### src/rtl/mem_stage_ctrl_if.sv
// Data-memory request/acknowledge port of the MEM-stage controller.
// master: the controller (issues requests); slave: the data memory.
interface mem_stage_ctrl_if;
  logic        dmem_req;
  logic        dmem_we;
  logic [31:0] dmem_addr;
  logic [31:0] dmem_wdata;
  logic [31:0] dmem_rdata;
  logic        dmem_ack;

  modport master (
    output dmem_req, dmem_we, dmem_addr, dmem_wdata,
    input  dmem_rdata, dmem_ack
  );

  modport slave (
    input  dmem_req, dmem_we, dmem_addr, dmem_wdata,
    output dmem_rdata, dmem_ack
  );
endinterface

### src/rtl/mem_stage_ctrl.sv
// MEM-stage controller: issues loads/stores over a req/ack data port,
// stalls upstream while an access is outstanding, and registers the
// MEM/WB writeback (data, destination, write enable).
// Optional feature macro: MEM_TIMEOUT_EN (access timeout + sticky err_o).
module mem_stage_ctrl #(
  parameter int unsigned TIMEOUT_CYCLES = 255
) (
  input  logic                 clk_i,
  input  logic                 rst_i,
  input  logic                 start_i,
  input  logic [31:0]          alu_result_i,
  input  logic [31:0]          memwrite_data_i,
  input  logic [4:0]           rd_addr_i,
  input  logic                 regwrite_i,
  input  logic                 memtoreg_i,
  input  logic                 memread_i,
  input  logic                 memwrite_i,
  output logic                 stall_o,
  mem_stage_ctrl_if.master     dmem,
  output logic [31:0]          wb_data_o,
  output logic [4:0]           wb_rd_addr_o,
  output logic                 wb_regwrite_o
`ifdef MEM_TIMEOUT_EN
  ,
  output logic                 err_o
`endif
);

  typedef enum logic {IDLE, BUSY} state_t;

  state_t      state_q, state_d;
  logic [31:0] addr_q, addr_d;
  logic [31:0] wdata_q, wdata_d;
  logic [4:0]  rd_q, rd_d;
  logic        regwrite_q, regwrite_d;
  logic        memtoreg_q, memtoreg_d;
  logic        we_q, we_d;
  logic [31:0] wb_data_q, wb_data_d;
  logic [4:0]  wb_rd_q, wb_rd_d;
  logic        wb_regwrite_q, wb_regwrite_d;

  logic mem_op;
  logic ack;
  logic tmo;

  assign mem_op = memread_i | memwrite_i;
  // ack only has meaning while a request is outstanding
  assign ack    = (state_q == BUSY) & dmem.dmem_ack;

`ifdef MEM_TIMEOUT_EN
  logic [7:0] cnt_q, cnt_d;
  logic       err_q, err_d;
  // cnt_q counts BUSY cycles already spent without ack; the cycle in which
  // the waited total reaches TIMEOUT_CYCLES is the abort cycle. Ack wins.
  assign tmo   = (state_q == BUSY) & ~dmem.dmem_ack &
                 (cnt_q == 8'(TIMEOUT_CYCLES - 1));
  assign err_o = err_q;
`else
  logic unused_tmo_cfg;
  assign tmo            = 1'b0;
  assign unused_tmo_cfg = ^8'(TIMEOUT_CYCLES);
`endif

  assign dmem.dmem_req   = (state_q == BUSY);
  assign dmem.dmem_we    = we_q;
  assign dmem.dmem_addr  = addr_q;
  assign dmem.dmem_wdata = wdata_q;

  assign wb_data_o     = wb_data_q;
  assign wb_rd_addr_o  = wb_rd_q;
  assign wb_regwrite_o = wb_regwrite_q;

  // Next-state, latch/writeback selection and stall; start_i gates the commit only
  always_comb begin
    state_d       = state_q;
    addr_d        = addr_q;
    wdata_d       = wdata_q;
    rd_d          = rd_q;
    regwrite_d    = regwrite_q;
    memtoreg_d    = memtoreg_q;
    we_d          = we_q;
    wb_data_d     = wb_data_q;
    wb_rd_d       = wb_rd_q;
    wb_regwrite_d = wb_regwrite_q;
    stall_o       = 1'b0;
`ifdef MEM_TIMEOUT_EN
    cnt_d         = cnt_q;
    err_d         = err_q;
`endif
    case (state_q)
      IDLE: begin
        if (mem_op) begin
          stall_o       = 1'b1;
          addr_d        = alu_result_i;
          wdata_d       = memwrite_data_i;
          rd_d          = rd_addr_i;
          regwrite_d    = regwrite_i;
          memtoreg_d    = memtoreg_i;
          we_d          = memwrite_i;   // read+write together is a store
          wb_regwrite_d = 1'b0;         // bubble
          state_d       = BUSY;
`ifdef MEM_TIMEOUT_EN
          cnt_d         = 8'd0;
`endif
        end else begin
          wb_data_d     = alu_result_i;
          wb_rd_d       = rd_addr_i;
          wb_regwrite_d = regwrite_i;
        end
      end
      BUSY: begin
        if (ack) begin
          wb_data_d     = memtoreg_q ? dmem.dmem_rdata : addr_q;
          wb_rd_d       = rd_q;
          wb_regwrite_d = regwrite_q;
          state_d       = IDLE;
        end else if (tmo) begin
          wb_regwrite_d = 1'b0;         // instruction dropped
          state_d       = IDLE;
`ifdef MEM_TIMEOUT_EN
          err_d         = 1'b1;
`endif
        end else begin
          stall_o       = 1'b1;
          wb_regwrite_d = 1'b0;
`ifdef MEM_TIMEOUT_EN
          cnt_d         = cnt_q + 8'd1;
`endif
        end
      end
      default: state_d = IDLE;
    endcase
  end

  // State/latch/WB registers; everything holds while start_i is low
  always_ff @(posedge clk_i or negedge rst_i) begin
    if (!rst_i) begin
      state_q       <= IDLE;
      addr_q        <= '0;
      wdata_q       <= '0;
      rd_q          <= '0;
      regwrite_q    <= 1'b0;
      memtoreg_q    <= 1'b0;
      we_q          <= 1'b0;
      wb_data_q     <= '0;
      wb_rd_q       <= '0;
      wb_regwrite_q <= 1'b0;
`ifdef MEM_TIMEOUT_EN
      cnt_q         <= '0;
      err_q         <= 1'b0;
`endif
    end else if (start_i) begin
      state_q       <= state_d;
      addr_q        <= addr_d;
      wdata_q       <= wdata_d;
      rd_q          <= rd_d;
      regwrite_q    <= regwrite_d;
      memtoreg_q    <= memtoreg_d;
      we_q          <= we_d;
      wb_data_q     <= wb_data_d;
      wb_rd_q       <= wb_rd_d;
      wb_regwrite_q <= wb_regwrite_d;
`ifdef MEM_TIMEOUT_EN
      cnt_q         <= cnt_d;
      err_q         <= err_d;
`endif
    end
  end

endmodule

### src/flat_wrapper.sv
// flat-port wrapper written by rule: the top's interface ports become plain ports
module mem_stage_ctrl_flat 
#(
  parameter int unsigned TIMEOUT_CYCLES = 255
)
  (clk_i, rst_i, start_i, alu_result_i, memwrite_data_i, rd_addr_i, regwrite_i, memtoreg_i, memread_i, memwrite_i, stall_o, wb_data_o, wb_rd_addr_o, wb_regwrite_o, dmem_dmem_req, dmem_dmem_we, dmem_dmem_addr, dmem_dmem_wdata, dmem_dmem_rdata, dmem_dmem_ack);
  mem_stage_ctrl_if dmem_i ();
  input  logic clk_i;
  input  logic rst_i;
  input  logic start_i;
  input  logic [31:0] alu_result_i;
  input  logic [31:0] memwrite_data_i;
  input  logic [4:0] rd_addr_i;
  input  logic regwrite_i;
  input  logic memtoreg_i;
  input  logic memread_i;
  input  logic memwrite_i;
  output logic stall_o;
  output logic [31:0] wb_data_o;
  output logic [4:0] wb_rd_addr_o;
  output logic wb_regwrite_o;
  output wire logic [$bits(dmem_i.dmem_req)-1:0] dmem_dmem_req;
  output wire logic [$bits(dmem_i.dmem_we)-1:0] dmem_dmem_we;
  output wire logic [$bits(dmem_i.dmem_addr)-1:0] dmem_dmem_addr;
  output wire logic [$bits(dmem_i.dmem_wdata)-1:0] dmem_dmem_wdata;
  input wire logic [$bits(dmem_i.dmem_rdata)-1:0] dmem_dmem_rdata;
  input wire logic [$bits(dmem_i.dmem_ack)-1:0] dmem_dmem_ack;
  assign dmem_dmem_req = dmem_i.dmem_req;
  assign dmem_dmem_we = dmem_i.dmem_we;
  assign dmem_dmem_addr = dmem_i.dmem_addr;
  assign dmem_dmem_wdata = dmem_i.dmem_wdata;
  assign dmem_i.dmem_rdata = dmem_dmem_rdata;
  assign dmem_i.dmem_ack = dmem_dmem_ack;
  mem_stage_ctrl #(.TIMEOUT_CYCLES(TIMEOUT_CYCLES)) u_core (.clk_i(clk_i), .rst_i(rst_i), .start_i(start_i), .alu_result_i(alu_result_i), .memwrite_data_i(memwrite_data_i), .rd_addr_i(rd_addr_i), .regwrite_i(regwrite_i), .memtoreg_i(memtoreg_i), .memread_i(memread_i), .memwrite_i(memwrite_i), .stall_o(stall_o), .dmem(dmem_i), .wb_data_o(wb_data_o), .wb_rd_addr_o(wb_rd_addr_o), .wb_regwrite_o(wb_regwrite_o));
endmodule
### config.mk
export PLATFORM = sky130hd
export DESIGN_NAME = mem_stage_ctrl_flat
export DESIGN_NICKNAME = d
export VERILOG_FILES = /design/src/rtl/mem_stage_ctrl_if.sv /design/src/rtl/mem_stage_ctrl.sv /design/src/flat_wrapper.sv
export SDC_FILE = /design/constraint.sdc
export NUM_CORES = 1
export LEC_CHECK = 0
export ABC_AREA = 1
export BUFFER_PORTS_ARGS = -buffer_cell sky130_fd_sc_hd__buf_2
export CAP_MARGIN = 20
export CORE_UTILIZATION = 42
export CTS_CLUSTER_SIZE = 12
export DETAILED_ROUTE_END_ITERATION = 10
export PLACE_DENSITY = 0.72
export SKIP_CTS_REPAIR_TIMING = 1
export SLEW_MARGIN = 20
export SYNTH_ARGS = -nofsm -noshare
export SYNTH_HDL_FRONTEND = slang
export SYNTH_SLANG_ARGS = --single-unit
### constraint.sdc
create_clock -name clk_i -period 1.25 [get_ports clk_i]
set_input_delay 0.25 -clock clk_i [delete_from_list [all_inputs] [get_ports clk_i]]
set_output_delay 0.25 -clock clk_i [all_outputs]
set_load 0.02 [all_outputs]
# Word-level counts from Yosys, hierarchy flattened
# Index checks and enable logic that the tools add are counted.
# word_totals
register_bits,111
in_bits,109
out_inout_bits,105
# classes
eq_ne,2
bitwise,3
n_reduce_logical,2
mux,13
# op_table
cell,count
32-bit 2-to-1 mux,3
32-bit case mux with 2 select lines,1
5-bit 2-to-1 mux,2
5-bit case mux with 2 select lines,1
3-bit AND reduction,2
1-bit 2-to-1 mux,4
2-bit != test (second input constant),2
1-bit case mux with 2 select lines,2
1-bit AND,1
1-bit NOT,1
1-bit OR,1

# Longest topological paths before layout
# Gate-level depths: netlist of the first run.
# depth
ltp_word,3
depth_mapped,8
ltp_nobuf,6

# Worst setup path after synthesis of the first run
# Ideal clock, no wire load.
# synth_timing
path_kind,register to register
startpoint,"register u_core.state_q, in the netlist u_core.dmem.dmem_req"
endpoint,"register u_core.wb_data_q[0], in the netlist u_core.wb_data_o[0]"
setup_ps,116
slack_ps,-94
period_less_slack_ps,1344
t_required_ps,1134
arrival_time_ps,1227
path_stages_with_launch,9
n_path_buf,2
path_cell_list,dfrtp_1 buf_4 inv_2 nand2_2 nand2_4 nand2_4 buf_2 nand2_1 nand2_1
# synth_via
elab_chain_cells,3
elab_cells_between_ends,6
cone_classes,2 x eq/ne; 1 x mux; 2 x bitwise; 1 x reduce/logical
# synth_rtl
element,line,rtl
start: declaration,mem_stage_ctrl.sv:31,"state_t state_q, state_d;"
start signal: assignment,mem_stage_ctrl.sv:153,state_q <= state_d;
1-bit AND / 1-bit NOT (equally long branches),--,
2-bit != test (no line),--,
3-bit AND reduction (no line),--,
end signal: assignment,mem_stage_ctrl.sv:160,wb_data_q <= wb_data_d;
end: declaration,mem_stage_ctrl.sv:38,"logic [31:0] wb_data_q, wb_data_d;"
# Several ways; a longest one is shown, not always the timed one.
# A chain may end at the register's enable or synchronous reset.

# Final worst setup path of the first run
# layout_timing
startpoint,"register u_core.state_q, in the netlist u_core.dmem.dmem_req"
endpoint,output dmem_dmem_req
# layout_rtl
element,line,rtl
end: declaration,flat_wrapper.sv:22,output wire logic [$bits(dmem_i.dmem_req)-1:0] dmem_dmem_req;
# No word-level cell between the ends.

==> results.yml, run 1 <==
run_status:
  status: "finished with violations"
  violations: "setup timing"
pwr:
  seqPwrFrac_pct: 38.6
  p_comb_share_pct: 40.7
  swShare_pct: 40.4
  clock_power_share_pct: 20.6
  power.density_cell_area_nw_per_um2: 1890
  p_leak_nw: 4.47
  finalPower_mw: 13.9
  p_sw_mw: 5.63
  ir_worst_vdd_v: 0.000953
  p_int_mw: 8.30
clock_network:
  clockBufferDepth: 2
  clk_latency_ns: 0.35
  clockRootBuffer: "clkbuf_16"
  clk_pin_slew_ns: 0.07
  cts.sinks: 111
  cts_tree: "yes"
  htreeDepth: 3
  cts_buffers: 9
timing:
  tns_ns: -1.58
  hold_violations: 0
  finalCriticalPeriod_ns: 1.45
  worst_slew_pin_slew_ns: 0.420
  period_share_pct: 116
  setup_ws_ns: -0.198
  finalSetupViolations: 37
  slew_headroom_pct: 72.0
  fmax_mhz: 690
  rsz0062_at_grt: "true"
  skew_ns: 0.00608
  slew_viol_final: 0
hold_path:
  hp-class: "in -> reg"
  worstHoldPathCells: 3
critical_path:
  r2r_setup_slack_ns: -0.08
  cpPeakStageDelay_ns: 0.46
  crit_family: "flip-flops"
  r2r_cells: 8
  crit_slowest_cell: "dfrtp_2"
  worstPathCellList: "buf_6, buf_12, buf_8"
  cp.depth: 3
  crit_type: "reg -> out"
  arrival_ns: 1.20
  critPathMaxFanout: 4
  end_kind: "output port"
  cp_num_buf_inv: 3
  cp.required_ns: 1.00
  cp-start-kind: "register"
cells_and_area:
  instances_no_fill: 1137
  drive_gt1_share_pct: 30.7
  fillCellCount: 1171
  layout_commonest_cell: "nand2_1"
  mostFrequentLayoutCells: "nand2_1, buf_2, dfrtp_1"
  nets: 1068
  syn2layout_area_growth_pct: 36.4
logic_synthesis:
  syn_nets: 844
  netlist_area_sq_um: 5410
  yosys_warnings: 0
  synthCells: 735
  yosys_register_bits: 111
  yosysSeqAreaShare_pct: 51.4
  synth_cell_types: 18
  postSynthAreaPerCell_sq_um: 7.35
global_route:
  grt_use_total_pct: 22.5
  antenna_found_initial: 1
  grt_max_degree: 48
  overflow: 0
  grt_pass1_wl_mm: 23.3
  first_global_vias: 4727
detailed_routing:
  wl_per_cell_um: 13.5
  first_pass_iters: 6
  vias_per_cell: 4.72
  drt_iter0_drc: 291
  drc_errors: 0
  ant_nets: 0
  routed_wl_mm: 15.4
  num_vias: 5363
floorplanning:
  die-area_sq_um: 13300
  num_rows: 41
  die_h_um: 115
  chipWidth_um: 115
  core-area_sq_um: 12600
  pin_count: 214
  initial_core_util_pct: 43.0
placement:
  dp_worst_setup_slack_ns: -0.0961
  place_congestion: 0.818
  post-dp-hpwl_mm: 10.3
  port_buffers: 213
  place_inst: 1103
flow_run:
  maxCapViolCount: 0
-- final timing paths --
kind	startpoint	to
max	u_core.dmem.dmem_req	dmem_dmem_req
min	memwrite_data_i[0]	u_core.dmem.dmem_wdata[0]
max reg2reg	u_core.dmem.dmem_req	u_core.wb_data_o[27]
min reg2reg	u_core.wb_data_o[12]	u_core.wb_data_o[12]
max in group asynchronous	rst_i	u_core.dmem.dmem_addr[27]
min in group asynchronous	rst_i	u_core.rd_q[2]
-- cell families (layout without fill, tap and decap cells) --
logic type	Yosys count	count (layout)	synth area share [%]
AND/OR/NAND/NOR	494	494	37.3
buffers and inverters	118	347	9.95
flip-flops	111	111	51.4
AO/OA/AOI/OAI	12	12	1.34
other	0	1	0
-- area by class of cell --
class                      count  area [sq um]  share of cell area (%)
clock buffer                  10           229                    3.11
sequential                   111          2780                    37.7
tap                          172           215                    2.92
clock inverter                 6          61.3                   0.832
antenna                        1          2.50                  0.0339
multi-input combinational    506          2160                    29.3
inverter                      73           279                    3.78
timing repair buffer         258          1650                    22.4
-- registers in the layout, summed over array words and instances (netlist names) --
signal and count:
u_core.dmem.dmem_req 1, u_core.regwrite_q 1, u_core.rd_q 5, u_core.wb_data_o 32, u_core.wb_rd_addr_o 5, u_core.dmem.dmem_we 1
u_core.dmem.dmem_wdata 32, u_core.wb_regwrite_o 1, u_core.dmem.dmem_addr 32, u_core.memtoreg_q 1
-- routing by layer --
metal  GRT usage, %  vias up  share of wire, %
li1               -     2679                 -
met1           29.4     2448                43
met2           36.7      214                48
met3           4.50       22               7.6
met4           9.44        0               1.7
met5              0        -                 0
-- through the flow --
stage | hold slack (ns) | instance area [sq um] | utilization [%]
global route | 0.127 | 7370 | 58.7
detailed placement | 0.180 | 6780 | 54.0
finish | 0.125 | 7370 | 58.7
global placement | 0.174 | 6780 | 54.0
floorplan | -0.0456 | 5440 | -
CTS | -0.201 | 7070 | 56.3
-- power groups by stage --
stage               Combinational, mW  Clock [mW]  Sequential (mW)
floorplan                        2.10           0             6.67
global placement                 5.35           0             5.42
detailed placement               5.42           0             5.42
CTS                              5.43        2.92             5.37
global route                     6.31        3.05             5.52
finish                           5.67        2.87             5.38
-- synth_stat cells --
master      n  share of area (%)
nor2_1      3               0.21
nand3_1   106                9.8
nor2_4      1               0.21
inv_1      71                4.9
a31oi_1     1               0.12
nand2_2     2               0.23
a21oi_4     1               0.30
buf_4       9                1.2
clkbuf_1    6               0.42
dfrtp_1   111                 51
buf_2      25                2.3
buf_6       4               0.83
o21ai_0    10               0.93
nand2_1   379                 26
nor2_2      1               0.12
inv_2       2               0.14
nand2_4     2               0.42
buf_1       1              0.069
-- tightest hold or removal path, cell delays in order --
cell     delay [ns]
buf_2          0.07
nand3_1        0.06
nand2_1        0.06
No activity file was read; power rests on OpenSTA's default activity.
==> run 2, diff against run 1 <==
- CORE_UTILIZATION: 42 -> 44
- PLACE_DENSITY: 0.72 -> 0.75
==> run 2 against run 1 <==
  * The flow still finishes with violations (setup timing)
  * Clock skew is essentially flat
  * Worst hold slack improved by 0.0039 ns
  * Fmax increased by 1.9%
  * Sequential power is essentially flat
  * Largest power group unchanged
  * Cell area fell by 1.3%
  * Global-route usage rose by 1.2 points
  * Worst setup slack gained 0.028 ns
==> results.yml, run 2 (same netlist as run 1, synthesis figures left out) <==
run_status:
  status: "finished with violations"
  violations: "setup timing"
detailed_routing:
  drc_errors: 0
  routed_wl_mm: 15.1
  vias_per_cell: 4.78
  first_pass_iters: 4
  ant_nets: 0
  num_vias: 5280
  wl_per_cell_um: 13.7
  drt_iter0_drc: 350
critical_path:
  arrival_ns: 1.17
  cp-start-kind: "register"
  reg2reg_from: "u_core.dmem.dmem_req"
  crit_type: "reg -> out"
  cp.required_ns: 1.00
  cp-startpoint: "u_core.dmem.dmem_req"
  end_kind: "output port"
  critPathMaxFanout: 4
  r2r_cells: 8
timing:
  slew_headroom_pct: 70.3
  holdWs_ns: 0.128
  hold_violations: 0
  setup_ws_ns: -0.171
  finalCriticalPeriod_ns: 1.42
  tns_ns: -3.72
  slew_viol_final: 0
  skew_ns: 0.00577
  period_share_pct: 114
  worst_slew_pin_slew_ns: 0.446
  rsz0062_at_grt: "true"
  fmax_mhz: 704
  finalSetupViolations: 35
pwr:
  p_int_mw: 8.34
  swShare_pct: 39.8
  seqPwrFrac_pct: 39.1
  p_comb_share_pct: 40.1
  ir_worst_vdd_v: 0.00131
  power.density_cell_area_nw_per_um2: 1900
  finalPower_mw: 13.8
  p_leak_nw: 4.44
  clock_power_share_pct: 20.8
  p_sw_mw: 5.50
global_route:
  use_met3_pct: 5.09
  grt_pass1_wl_mm: 23.7
  first_global_vias: 4925
  grt_max_degree: 42
  gr-usage-met2_pct: 40.0
  antenna_found_initial: 0
  overflow: 0
  top_usage_layer: "met2"
  grt_use_total_pct: 23.7
  use_met1_pct: 30.4
placement:
  placed_cell_area_sq_um: 6750
  post-dp-hpwl_mm: 9.92
  place_inst: 1075
  dp_worst_setup_slack_ns: -0.0654
  port_buffers: 213
  place_congestion: 0.786
cells_and_area:
  drive_gt1_share_pct: 29.0
  final_core_util_pct: 60.6
  layout_commonest_cell: "nand2_1"
  syn2layout_area_growth_pct: 34.6
  diodes: 0
  multi_input_area_sq_um: 2100
  fillCellCount: 1091
  mostFrequentLayoutCells: "nand2_1, buf_2, dfrtp_1"
  regArea_sq_um: 2780
  instances_no_fill: 1104
  nets: 1062
  final_cell_area_sq_um: 7280
clock_network:
  htreeDepth: 3
  cts_tree: "yes"
  clk_pin_slew_ns: 0.07
  cts.sinks: 111
  clockRootBuffer: "clkbuf_16"
  clk_latency_ns: 0.35
  cts_buffers: 9
  clockBufferDepth: 2
floorplanning:
  initial_core_util_pct: 45.0
  chipWidth_um: 113
  num_rows: 40
  pin_count: 214
  die-area_sq_um: 12700
  die_h_um: 113
  core-area_sq_um: 12000
hold_path:
  worstHoldPathCells: 3
  hold_start: "memtoreg_i"
  hp-class: "in -> reg"
flow_run:
  maxCapViolCount: 0
==> run 2: cell types whose count changed in the layout (fill, tap and decap cells not counted), sizes merged <==
cell    change
clkbuf      +3
buf         -7
clkinv      -3
diode       -1
==> run 2: final timing paths <==
kind | endpoint | slack [ns]
setup / recovery | stall_o | -0.17
hold / removal | u_core.memtoreg_q | 0.13
setup reg to reg | u_core.wb_data_o[0] | -0.13
hold reg to reg | u_core.wb_data_o[10] | 0.47
max in group asynchronous | u_core.dmem.dmem_addr[18] | 0.40
min in group asynchronous | u_core.dmem.dmem_addr[10] | 0.41
==> run 2: power by group through the flow <==
stage               clock (mW)  combinational, mW  sequential [mW]
global route              3.08               6.14             5.53
CTS                       2.97               5.42             5.40
finish                    2.88               5.56             5.41
floorplan                    0               2.10             6.67
global placement             0               5.31             5.44
detailed placement           0               5.41             5.44
==> run 2: metal layers <==
| metal | routed length, um | vias up |
|---|---|---|
| met5 | 0 | - |
| met4 | 232 | 0 |
| met3 | 1050 | 20 |
| met2 | 7200 | 204 |
| met1 | 6600 | 2396 |
| li1 | - | 2660 |
==> run 2: worst max-delay path: stages (launching register included) <==
cell	delay [ns]
dfrtp_2	0.45
clkinv_4	0.08
nand2_4	0.06
nand2_4	0.09
inv_2	0.04
buf_6	0.12
==> run 2: final cells by class <==
class | count | share of cell area (%)
sequential | 111 | 38.2
multi-input combinational | 506 | 28.9
timing repair buffer | 252 | 22.4
inverter | 73 | 3.83
clock buffer | 12 | 3.53
tap | 147 | 2.53
clock inverter | 3 | 0.585
